File: src/rtl/ifetch_pkg.sv
// ifetch_pkg: shared constants and state type for the instruction-fetch stage
package ifetch_pkg;
  localparam logic [31:0] ECALL_INSN  = 32'h0000_0073;
  localparam logic [31:0] EBREAK_INSN = 32'h0010_0073;
  localparam logic [31:0] A7_READ_INT = 32'd5;
  localparam logic [31:0] A7_EXIT     = 32'd10;
  localparam logic [31:0] RESET_PC    = 32'h0000_0000;
  typedef enum logic [1:0] {RUN, WAIT_IN, HALT} state_t;
endpackage

File: src/rtl/ifetch_ctrl_if.sv
// ifetch_ctrl_if: instruction-memory bus between fetch stage (master) and ROM (slave)
interface ifetch_ctrl_if #(parameter int IMEM_AW = 14);
  logic [IMEM_AW-1:0] imem_addr;
  logic [31:0]        imem_data;
  modport master(output imem_addr, input imem_data);
  modport slave(input imem_addr, output imem_data);
endinterface

File: src/rtl/btn_sync_edge.sv
// btn_sync_edge: synchronises a raw button and emits a one-cycle rising-edge pulse
module btn_sync_edge #(
  parameter int STAGES = 2
) (
  input  logic clk,
  input  logic reset,
  input  logic btn,
  output logic rise
);
  logic [STAGES-1:0] sync;
  logic              prev;
  assign rise = sync[STAGES-1] & ~prev;
  // shift the raw button through the chain and keep the last synchronised value
  always_ff @(posedge clk or negedge reset)
    if (!reset) begin
      sync <= '0;
      prev <= 1'b0;
    end else begin
      sync <= STAGES'({sync, btn});
      prev <= sync[STAGES-1];
    end
endmodule

File: src/rtl/ifetch_ctrl.sv
// ifetch_ctrl: PC / next-PC / ecall stall control; IFETCH_EBREAK_PAUSE_EN makes ebreak pause
module ifetch_ctrl
  import ifetch_pkg::*;
#(
  parameter logic [31:0] TEXT_BASE   = RESET_PC,
  parameter int          IMEM_AW     = 14,
  parameter int          SYNC_STAGES = 2
) (
  input  logic                 clk,
  input  logic                 reset,
  ifetch_ctrl_if.master        imem,
  output logic [31:0]          instruction,
  output logic [31:0]          pc,
  output logic [31:0]          pc_plus4,
  input  logic [31:0]          imm32,
  input  logic [31:0]          alu_result,
  input  logic                 branch,
  input  logic                 branch_taken,
  input  logic                 jal,
  input  logic                 jalr,
  input  logic [31:0]          a7,
  input  logic                 confirm_btn,
  output logic                 stall,
  output logic                 in_accept,
  output logic                 halted,
  output logic                 misalign
);
  state_t      state;
  logic        btn_rise;
  logic        is_ecall;
  logic        is_ebreak;
  logic        pause_src;
  logic [31:0] target;

  btn_sync_edge #(.STAGES(SYNC_STAGES)) u_btn (
    .clk   (clk),
    .reset (reset),
    .btn   (confirm_btn),
    .rise  (btn_rise)
  );

  assign instruction    = imem.imem_data;
  assign imem.imem_addr = pc[IMEM_AW+1:2];
  assign pc_plus4       = pc + 32'd4;
  assign is_ecall       = instruction == ECALL_INSN;
  assign target         = jalr ? (alu_result & ~32'h1)
                        : (jal || (branch && branch_taken)) ? pc + imm32 : pc_plus4;
  assign in_accept      = (state == WAIT_IN) && btn_rise && !pause_src;

`ifdef IFETCH_EBREAK_PAUSE_EN
  assign is_ebreak = instruction == EBREAK_INSN;
  // while running, track whether a pause about to start comes from ebreak
  always_ff @(posedge clk or negedge reset)
    if (!reset) pause_src <= 1'b0;
    else if (state == RUN) pause_src <= is_ebreak;
`else
  assign is_ebreak = 1'b0;
  assign pause_src = 1'b0;
`endif

  // fetch FSM: pc update, ecall/ebreak pauses, exit and misalignment halts
  always_ff @(posedge clk or negedge reset)
    if (!reset) begin
      state    <= RUN;
      pc       <= TEXT_BASE;
      stall    <= 1'b0;
      halted   <= 1'b0;
      misalign <= 1'b0;
    end else begin
      case (state)
        RUN:
          if ((is_ecall && a7 == A7_READ_INT) || is_ebreak) begin
            state <= WAIT_IN;
            stall <= 1'b1;
          end else if (is_ecall && a7 == A7_EXIT) begin
            state  <= HALT;
            stall  <= 1'b1;
            halted <= 1'b1;
          end else if (is_ecall) begin
            pc <= pc_plus4;
          end else if (target[1:0] != 2'b00) begin
            state    <= HALT;
            stall    <= 1'b1;
            halted   <= 1'b1;
            misalign <= 1'b1;
          end else begin
            pc <= target;
          end
        WAIT_IN:
          if (btn_rise) begin
            state <= RUN;
            stall <= 1'b0;
            pc    <= pc_plus4;
          end
        HALT: ;
        default: begin
          state  <= HALT;
          stall  <= 1'b1;
          halted <= 1'b1;
        end
      endcase
    end
endmodule

File: src/flat_wrapper.sv
// flat-port wrapper written by rule: the top's interface ports become plain ports
module ifetch_ctrl_flat import ifetch_pkg::*;
#(
  parameter logic [31:0] TEXT_BASE   = RESET_PC,
  parameter int          IMEM_AW     = 14,
  parameter int          SYNC_STAGES = 2
)
  (clk, reset, instruction, pc, pc_plus4, imm32, alu_result, branch, branch_taken, jal, jalr, a7, confirm_btn, stall, in_accept, halted, misalign, imem_imem_addr, imem_imem_data);
  ifetch_ctrl_if #(.IMEM_AW(IMEM_AW)) imem_i ();
  input  logic clk;
  input  logic reset;
  output logic [31:0] instruction;
  output logic [31:0] pc;
  output logic [31:0] pc_plus4;
  input  logic [31:0] imm32;
  input  logic [31:0] alu_result;
  input  logic branch;
  input  logic branch_taken;
  input  logic jal;
  input  logic jalr;
  input  logic [31:0] a7;
  input  logic confirm_btn;
  output logic stall;
  output logic in_accept;
  output logic halted;
  output logic misalign;
  output wire logic [$bits(imem_i.imem_addr)-1:0] imem_imem_addr;
  input wire logic [$bits(imem_i.imem_data)-1:0] imem_imem_data;
  assign imem_imem_addr = imem_i.imem_addr;
  assign imem_i.imem_data = imem_imem_data;
  ifetch_ctrl #(.TEXT_BASE(TEXT_BASE), .IMEM_AW(IMEM_AW), .SYNC_STAGES(SYNC_STAGES)) u_core (.clk(clk), .reset(reset), .imem(imem_i), .instruction(instruction), .pc(pc), .pc_plus4(pc_plus4), .imm32(imm32), .alu_result(alu_result), .branch(branch), .branch_taken(branch_taken), .jal(jal), .jalr(jalr), .a7(a7), .confirm_btn(confirm_btn), .stall(stall), .in_accept(in_accept), .halted(halted), .misalign(misalign));
endmodule
File: config.mk
export PLATFORM = sky130hd
export DESIGN_NAME = ifetch_ctrl_flat
export DESIGN_NICKNAME = d
export VERILOG_FILES = /design/src/rtl/ifetch_pkg.sv /design/src/rtl/ifetch_ctrl_if.sv /design/src/rtl/btn_sync_edge.sv /design/src/rtl/ifetch_ctrl.sv /design/src/flat_wrapper.sv
export SDC_FILE = /design/constraint.sdc
export NUM_CORES = 1
export LEC_CHECK = 0
export CORE_MARGIN = 4
export CORE_UTILIZATION = 46
export CTS_CLUSTER_DIAMETER = 40
export CTS_CLUSTER_SIZE = 40
export DETAILED_ROUTE_END_ITERATION = 8
export GPL_TIMING_DRIVEN = 0
export PLACE_DENSITY = 0.88
export SLEW_MARGIN = 25
export SYNTH_ARGS = -nofsm -noshare
export SYNTH_HDL_FRONTEND = slang
export SYNTH_SLANG_ARGS = --single-unit
File: constraint.sdc
create_clock -name clk -period 7.95 [get_ports clk]
set_clock_uncertainty 0.1 [all_clocks]
set_input_delay 2.385 -clock clk [delete_from_list [all_inputs] [get_ports clk]]
set_output_delay 2.385 -clock clk [all_outputs]
set_load 0.005 [all_outputs]
==> flow_summary.toml, run 1 <==
[yosys]
synth_cells = 691
yosysTopAreaCellShare_pct = 18.6
ys_top_cells_by_count = "nand2_1, buf_4, nor2_1"
avgSynthCellArea_um2 = 7.78
syn-cell-area_mm2 = 0.00538
synth_edf_count = 0
synth.area.top_cells = "dfrtp_1, ha_1, buf_4, xnor2_1, nand2_1"
async_reset_ff_share_pct = 100
synth_warnings = 0
yosysMostFrequentCell = "nand2_1"
synth_seq_cells = 40
ys_seq_area_share_pct = 18.6
yosysUniqueCellTypes = 86
syn_nets = 862
yosysTopAreaCell = "dfrtp_1"
synthFlopType = "dfrtp_1"

[drt]
wl_met3_um = 2510
avgRoutedWirePerCell_um = 21.2
route.detailed.drc = 0
first_pass_iters = 6
routed.top_layer = "met4"
drt_iter0_markers = 822
postRouteAntennaNets = 0
drt-total-wl_um = 23100
vias = 6690
via_per_inst = 6.14
met1_length_um = 9420
wl_met2_um = 10500

[hold_path]
hold_class = "reg -> reg"

[global_routing]
grtUsageTotal_pct = 33.4
gr-total-overflow = 0
grt_pass1_vias = 6544
grt_max_degree = 30
grt_pass1_wl_um = 35400
antenna_found_initial = 0

[power_and_ir_drop]
p_int_mw = 1.38
p_leak_nw = 3.42
switching_share_pct = 44.8
p_clk_share_pct = 12.1
power_density_mw_per_mm2 = 302
max-vdd-ir-drop_mv = 0.206
switchingPower_mw = 1.12
pwr-share-comb_pct = 70.2
finalPower_mw = 2.49
seq_power_share_pct = 17.6

[cells_and_area]
finalInstanceArea_mm2 = 0.00825
nets = 1116
diodes = 0
fin_cells = 1089
utilization_pct = 72.2
syn_to_final_growth_pct = 53.4
layout-drive-gt1-share_pct = 10.5

[clocking]
clock_latency_ps = 290
tritoncts = "done"
hold_buffers = 0
cts_buffer_depth = 2
cts.clk_slew.worst_paths_ps = 60
cts_setup_buffers = 0
cts_root_buffer = "clkbuf_16"
cts_num_sinks = 40
numCtsBuffers = 5
cts_htree_levels = 2
cts_resized = 0

[floorplan]
core_area_mm2 = 0.0114
ioPinCount = 249
die_h_um = 116
rows = 39
die-area_mm2 = 0.0135
die_w_um = 116
initial_core_util_pct = 47.1

[timing]
min_period_ps = 6020
grt_setup_unrepaired = "no"
setup_viol = 0
period_share_pct = 75.7
hold_viol = 0
tns_ps = 0
fmax_mhz = 166
worst_pin_slew_ps = 1070
relSlewSlack_pct = 28.0
whs_ps = 262
slew_viol_final = 0
setup_slack_ps = 1930

[critical_path]
reg2reg_depth = 10
r2r_start = "u_core.pc[12]"
critPathLaunch = "imem_imem_data[26]"
worstPathRequired_ps = 5470
reg2reg_to = "u_core.pc[31]"
endpoint = "instruction[26]"
cp-end-kind = "output port"
critPathMaxFanout = 2
cp.arrival_ps = 3530
r2r_slack_ps = 4620
crit_type = "in -> out"
cp-start-kind = "input port"

[job]
max-cap-violations = 0

[placement]
io_buffers = 246
place_area_mm2 = 0.00803
gp_congestion = 1.00
hpwl_um = 18200
dp.cells = 1081
place_ws_ps = 1940

[outcome]
outcome = "completed"
## cell families after synthesis
group                    share of synthesized area, %
AND/OR/NAND/NOR                                  23.9
AO/OA/AOI/OAI                                    28.0
buffers and inverters                            11.6
XOR/XNOR                                         7.80
flip-flops                                       18.6
adder cells (fa/ha/maj)                          8.52
multiplexers                                     1.56
## worst min path at each step
| stage | startpoint | end | slack, ps | cells past startpoint |
|---|---|---|---|---|
| final | u_core.u_btn.sync[0] | u_core.u_btn.sync[1] | 260 | 0 |
| after global routing | u_core.u_btn.sync[0] | u_core.u_btn.sync[1] | 270 | 0 |
| after CTS | u_core.u_btn.sync[0] | u_core.u_btn.sync[1] | 260 | 0 |
| after detailed placement | u_core.u_btn.sync[0] | u_core.u_btn.sync[1] | 250 | 0 |
| after global placement | u_core.u_btn.sync[0] | u_core.u_btn.sync[1] | 240 | 0 |
| after floorplan | u_core.u_btn.sync[0] | u_core.u_btn.sync[1] | 230 | 0 |
## cell usage in the layout, fill, tap and decap left out, types with 8 or more instances in the layout
cell,netlist,layout
buf_4,52,52
a21o_1,16,16
nand2_1,59,59
nand3_1,20,20
a21oi_1,41,41
nor2_1,50,50
a31oi_1,10,10
dfrtp_1,40,40
inv_1,23,23
clkbuf_1,23,23
nand4_1,14,14
o21ai_0,33,33
o21ai_1,9,9
and3_1,12,12
o22ai_1,9,9
nor4_1,9,9
xor2_1,20,20
clkdlybuf4s50_1,0,245
ha_1,35,35
buf_2,9,10
a221oi_1,8,8
xnor2_1,26,26
nor3_1,17,17
## power groups by stage
stage | Combinational [mW] | Sequential, mW | Clock (mW)
2_1_floorplan | 0.988 | 0.394 | 0
3_3_place_gp | 1.68 | 0.430 | 0
3_5_place_dp | 1.70 | 0.436 | 0
4_1_cts | 1.71 | 0.433 | 0.303
5_1_grt | 1.89 | 0.450 | 0.312
6_report | 1.75 | 0.440 | 0.303
## sequential cells by signal, indices dropped and copies added, names as in the netlist
register / flops
u_core.halted: 1
u_core.misalign: 1
u_core.pc: 32
u_core.stall: 1
u_core.state: 2
u_core.u_btn.prev: 1
u_core.u_btn.sync: 2
## worst max-delay path, stage by stage
cell and delay, ps:
clkdlybuf4s50_1 520, buf_4 120, clkdlybuf4s50_1 510
## per-layer routing
metal,GRT usage [%],vias up
li1,-,3045
met1,47.4,3090
met2,53.0,476
met3,5.49,79
met4,9.05,0
met5,0,-
## area by class of cell
type	count	area, µm²
inverter	23	86.3
fill	915	3170
clock buffer	5	125
multi-input combinational	542	3750
clock inverter	3	90.1
sequential	40	1000
timing repair buffer	247	2480
tap	143	179
buffer	86	537
Power figures use the tool's default switching activity.
==> inputs of run 2 (changes only) <==
--- a/config.mk
+++ b/config.mk
@@ -6,12 +6,12 @@
 export NUM_CORES = 1
 export LEC_CHECK = 0
 export CORE_MARGIN = 4
-export CORE_UTILIZATION = 46
+export CORE_UTILIZATION = 43
 export CTS_CLUSTER_DIAMETER = 40
 export CTS_CLUSTER_SIZE = 40
 export DETAILED_ROUTE_END_ITERATION = 8
 export GPL_TIMING_DRIVEN = 0
-export PLACE_DENSITY = 0.88
+export PLACE_DENSITY = 0.83
 export SLEW_MARGIN = 25
 export SYNTH_ARGS = -nofsm -noshare
 export SYNTH_HDL_FRONTEND = slang
==> constraint.sdc (replaced) <==
create_clock -name clk -period 6 [get_ports clk]
set_clock_uncertainty 0.1 [all_clocks]
set_input_delay 1.8 -clock clk [delete_from_list [all_inputs] [get_ports clk]]
set_output_delay 1.8 -clock clk [all_outputs]
set_load 0.005 [all_outputs]
==> flow_summary.toml, run 2 (same netlist as run 1, synthesis figures left out) <==
[floorplan]
ioPinCount = 249
core_area_mm2 = 0.0121
die-area_mm2 = 0.0144
die_w_um = 120
die_h_um = 120
rows = 40
initial_core_util_pct = 44.4

[global_routing]
grt_pass1_wl_um = 34600
gr-total-overflow = 0
grt_max_degree = 25
grt_pass1_vias = 6531
antenna_found_initial = 0
grtUsageTotal_pct = 29.9

[timing]
period_share_pct = 87.1
slew_viol_final = 0
tns_ps = 0
hold_viol = 0
relSlewSlack_pct = 36.1
worst_pin_slew_ps = 948
fmax_mhz = 191
min_period_ps = 5230
setup_viol = 0
grt_setup_unrepaired = "no"

[drt]
via_per_inst = 5.95
route.detailed.drc = 0
drt_iter0_markers = 1092
drt-total-wl_um = 22400
postRouteAntennaNets = 0
first_pass_iters = 6
avgRoutedWirePerCell_um = 20.1
vias = 6627

[power_and_ir_drop]
pwr-share-comb_pct = 72.0
p_leak_nw = 3.40
switchingPower_mw = 1.46
max-vdd-ir-drop_mv = 0.259
switching_share_pct = 45.6
p_int_mw = 1.74
p_clk_share_pct = 9.9
power_density_mw_per_mm2 = 388
seq_power_share_pct = 18.1

[cells_and_area]
final_common_cell = "clkdlybuf4s50_1"
largest_reg_flops = 32
top_regs = "u_core.pc: 32 flops, u_core.state: 2 flops, u_core.u_btn.sync: 2 flops"
syn_to_final_growth_pct = 53.2
regArea_mm2 = 0.00100
nets = 1116
layout-drive-gt1-share_pct = 10.5
largest-register = "u_core.pc"
fin_cells = 1114
multi_input_area_mm2 = 0.00375
most-common-layout-cells = "clkdlybuf4s50_1, nand2_1, buf_4, nor2_1, a21oi_1"
diodes = 0
fill_cells = 1047

[clocking]
cts_htree_levels = 2
cts_resized = 0
tritoncts = "done"
numCtsBuffers = 5
hold_buffers = 0
cts_root_buffer = "clkbuf_16"
cts_setup_buffers = 0
cts.clk_slew.worst_paths_ps = 60
cts_buffer_depth = 2
cts_num_sinks = 40
clock_latency_ps = 290

[critical_path]
crit_type = "reg -> out"
cp-start-kind = "flip-flop"
critPathMaxFanout = 10
worstPathRequired_ps = 4100
cp.arrival_ps = 3330
cp-end-kind = "output port"

[outcome]
outcome = "completed"

[placement]
dp.cells = 1106
io_buffers = 246
hpwl_um = 17900
gp_congestion = 0.978

[job]
max-cap-violations = 0

[hold_path]
hold_class = "reg -> reg"
[run 2: changes by cell type in the layout (fill, tap and decap cells not counted)]
cell | before | now
bufinv_16 | 3 | 1
clkinv_4 | 0 | 2
[run 2: routing by layer]
metal	part of all wire, %	up-vias	global-route usage [%]
li1	-	3046	-
met1	41	3049	41.2
met2	45	455	48.2
met3	11	77	5.42
met4	3.2	0	8.16
met5	0	-	0
[run 2: through the flow]
step / power, mW / cell area, µm² / hold slack, ps / setup slack [ps] / util, %
2_1_floorplan: 1.83 / 5380 / 231 / 1840 / -
3_3_place_gp: 2.78 / 8050 / 232 / 986 / 66.5
3_5_place_dp: 2.82 / 8060 / 237 / 893 / 66.6
4_1_cts: 3.15 / 8240 / 251 / 922 / 68.0
5_1_grt: 3.41 / 8240 / 263 / 665 / 68.0
6_report: 3.20 / 8240 / 252 / 774 / 68.0
[run 2: path summary, 6_finish.rpt]
path                                      start              endpoint  slack, ps  cells after the start
setup reg to reg                   u_core.pc[0]         u_core.pc[16]       2660                     11
setup / recovery                   u_core.pc[2]          pc_plus4[26]        770                      7
max in group asynchronous                 reset  u_core.u_btn.sync[0]       3950                      2
hold / removal             u_core.u_btn.sync[0]  u_core.u_btn.sync[1]        250                      0
min in group asynchronous                 reset         u_core.pc[17]       1350                      1
hold reg to reg            u_core.u_btn.sync[0]  u_core.u_btn.sync[1]        250                      0
[run 2: layout make-up]
| type | count | area share, % |
|---|---|---|
| clock buffer | 5 | 1.52 |
| inverter | 23 | 1.05 |
| clock inverter | 3 | 0.577 |
| multi-input combinational | 542 | 45.6 |
| sequential | 40 | 12.2 |
| buffer | 86 | 6.52 |
| tap | 168 | 2.55 |
| timing repair buffer | 247 | 30.1 |
[run 2: worst max-delay path: stages (launching register included)]
cell             delay, ps
dfrtp_1                560
ha_1                   330
nand3_1                250
nor3_2                 340
nand2_1                220
nor3_1                 290
xor2_1                 430
clkdlybuf4s50_1        600
[run 2: power by group through the flow]
stage	registers [mW]	clock network, mW	logic, mW
floorplan	0.522	0	1.31
global placement	0.572	0	2.21
detailed placement	0.576	0	2.24
CTS	0.573	0.315	2.26
global route	0.599	0.328	2.48
finish	0.581	0.316	2.30
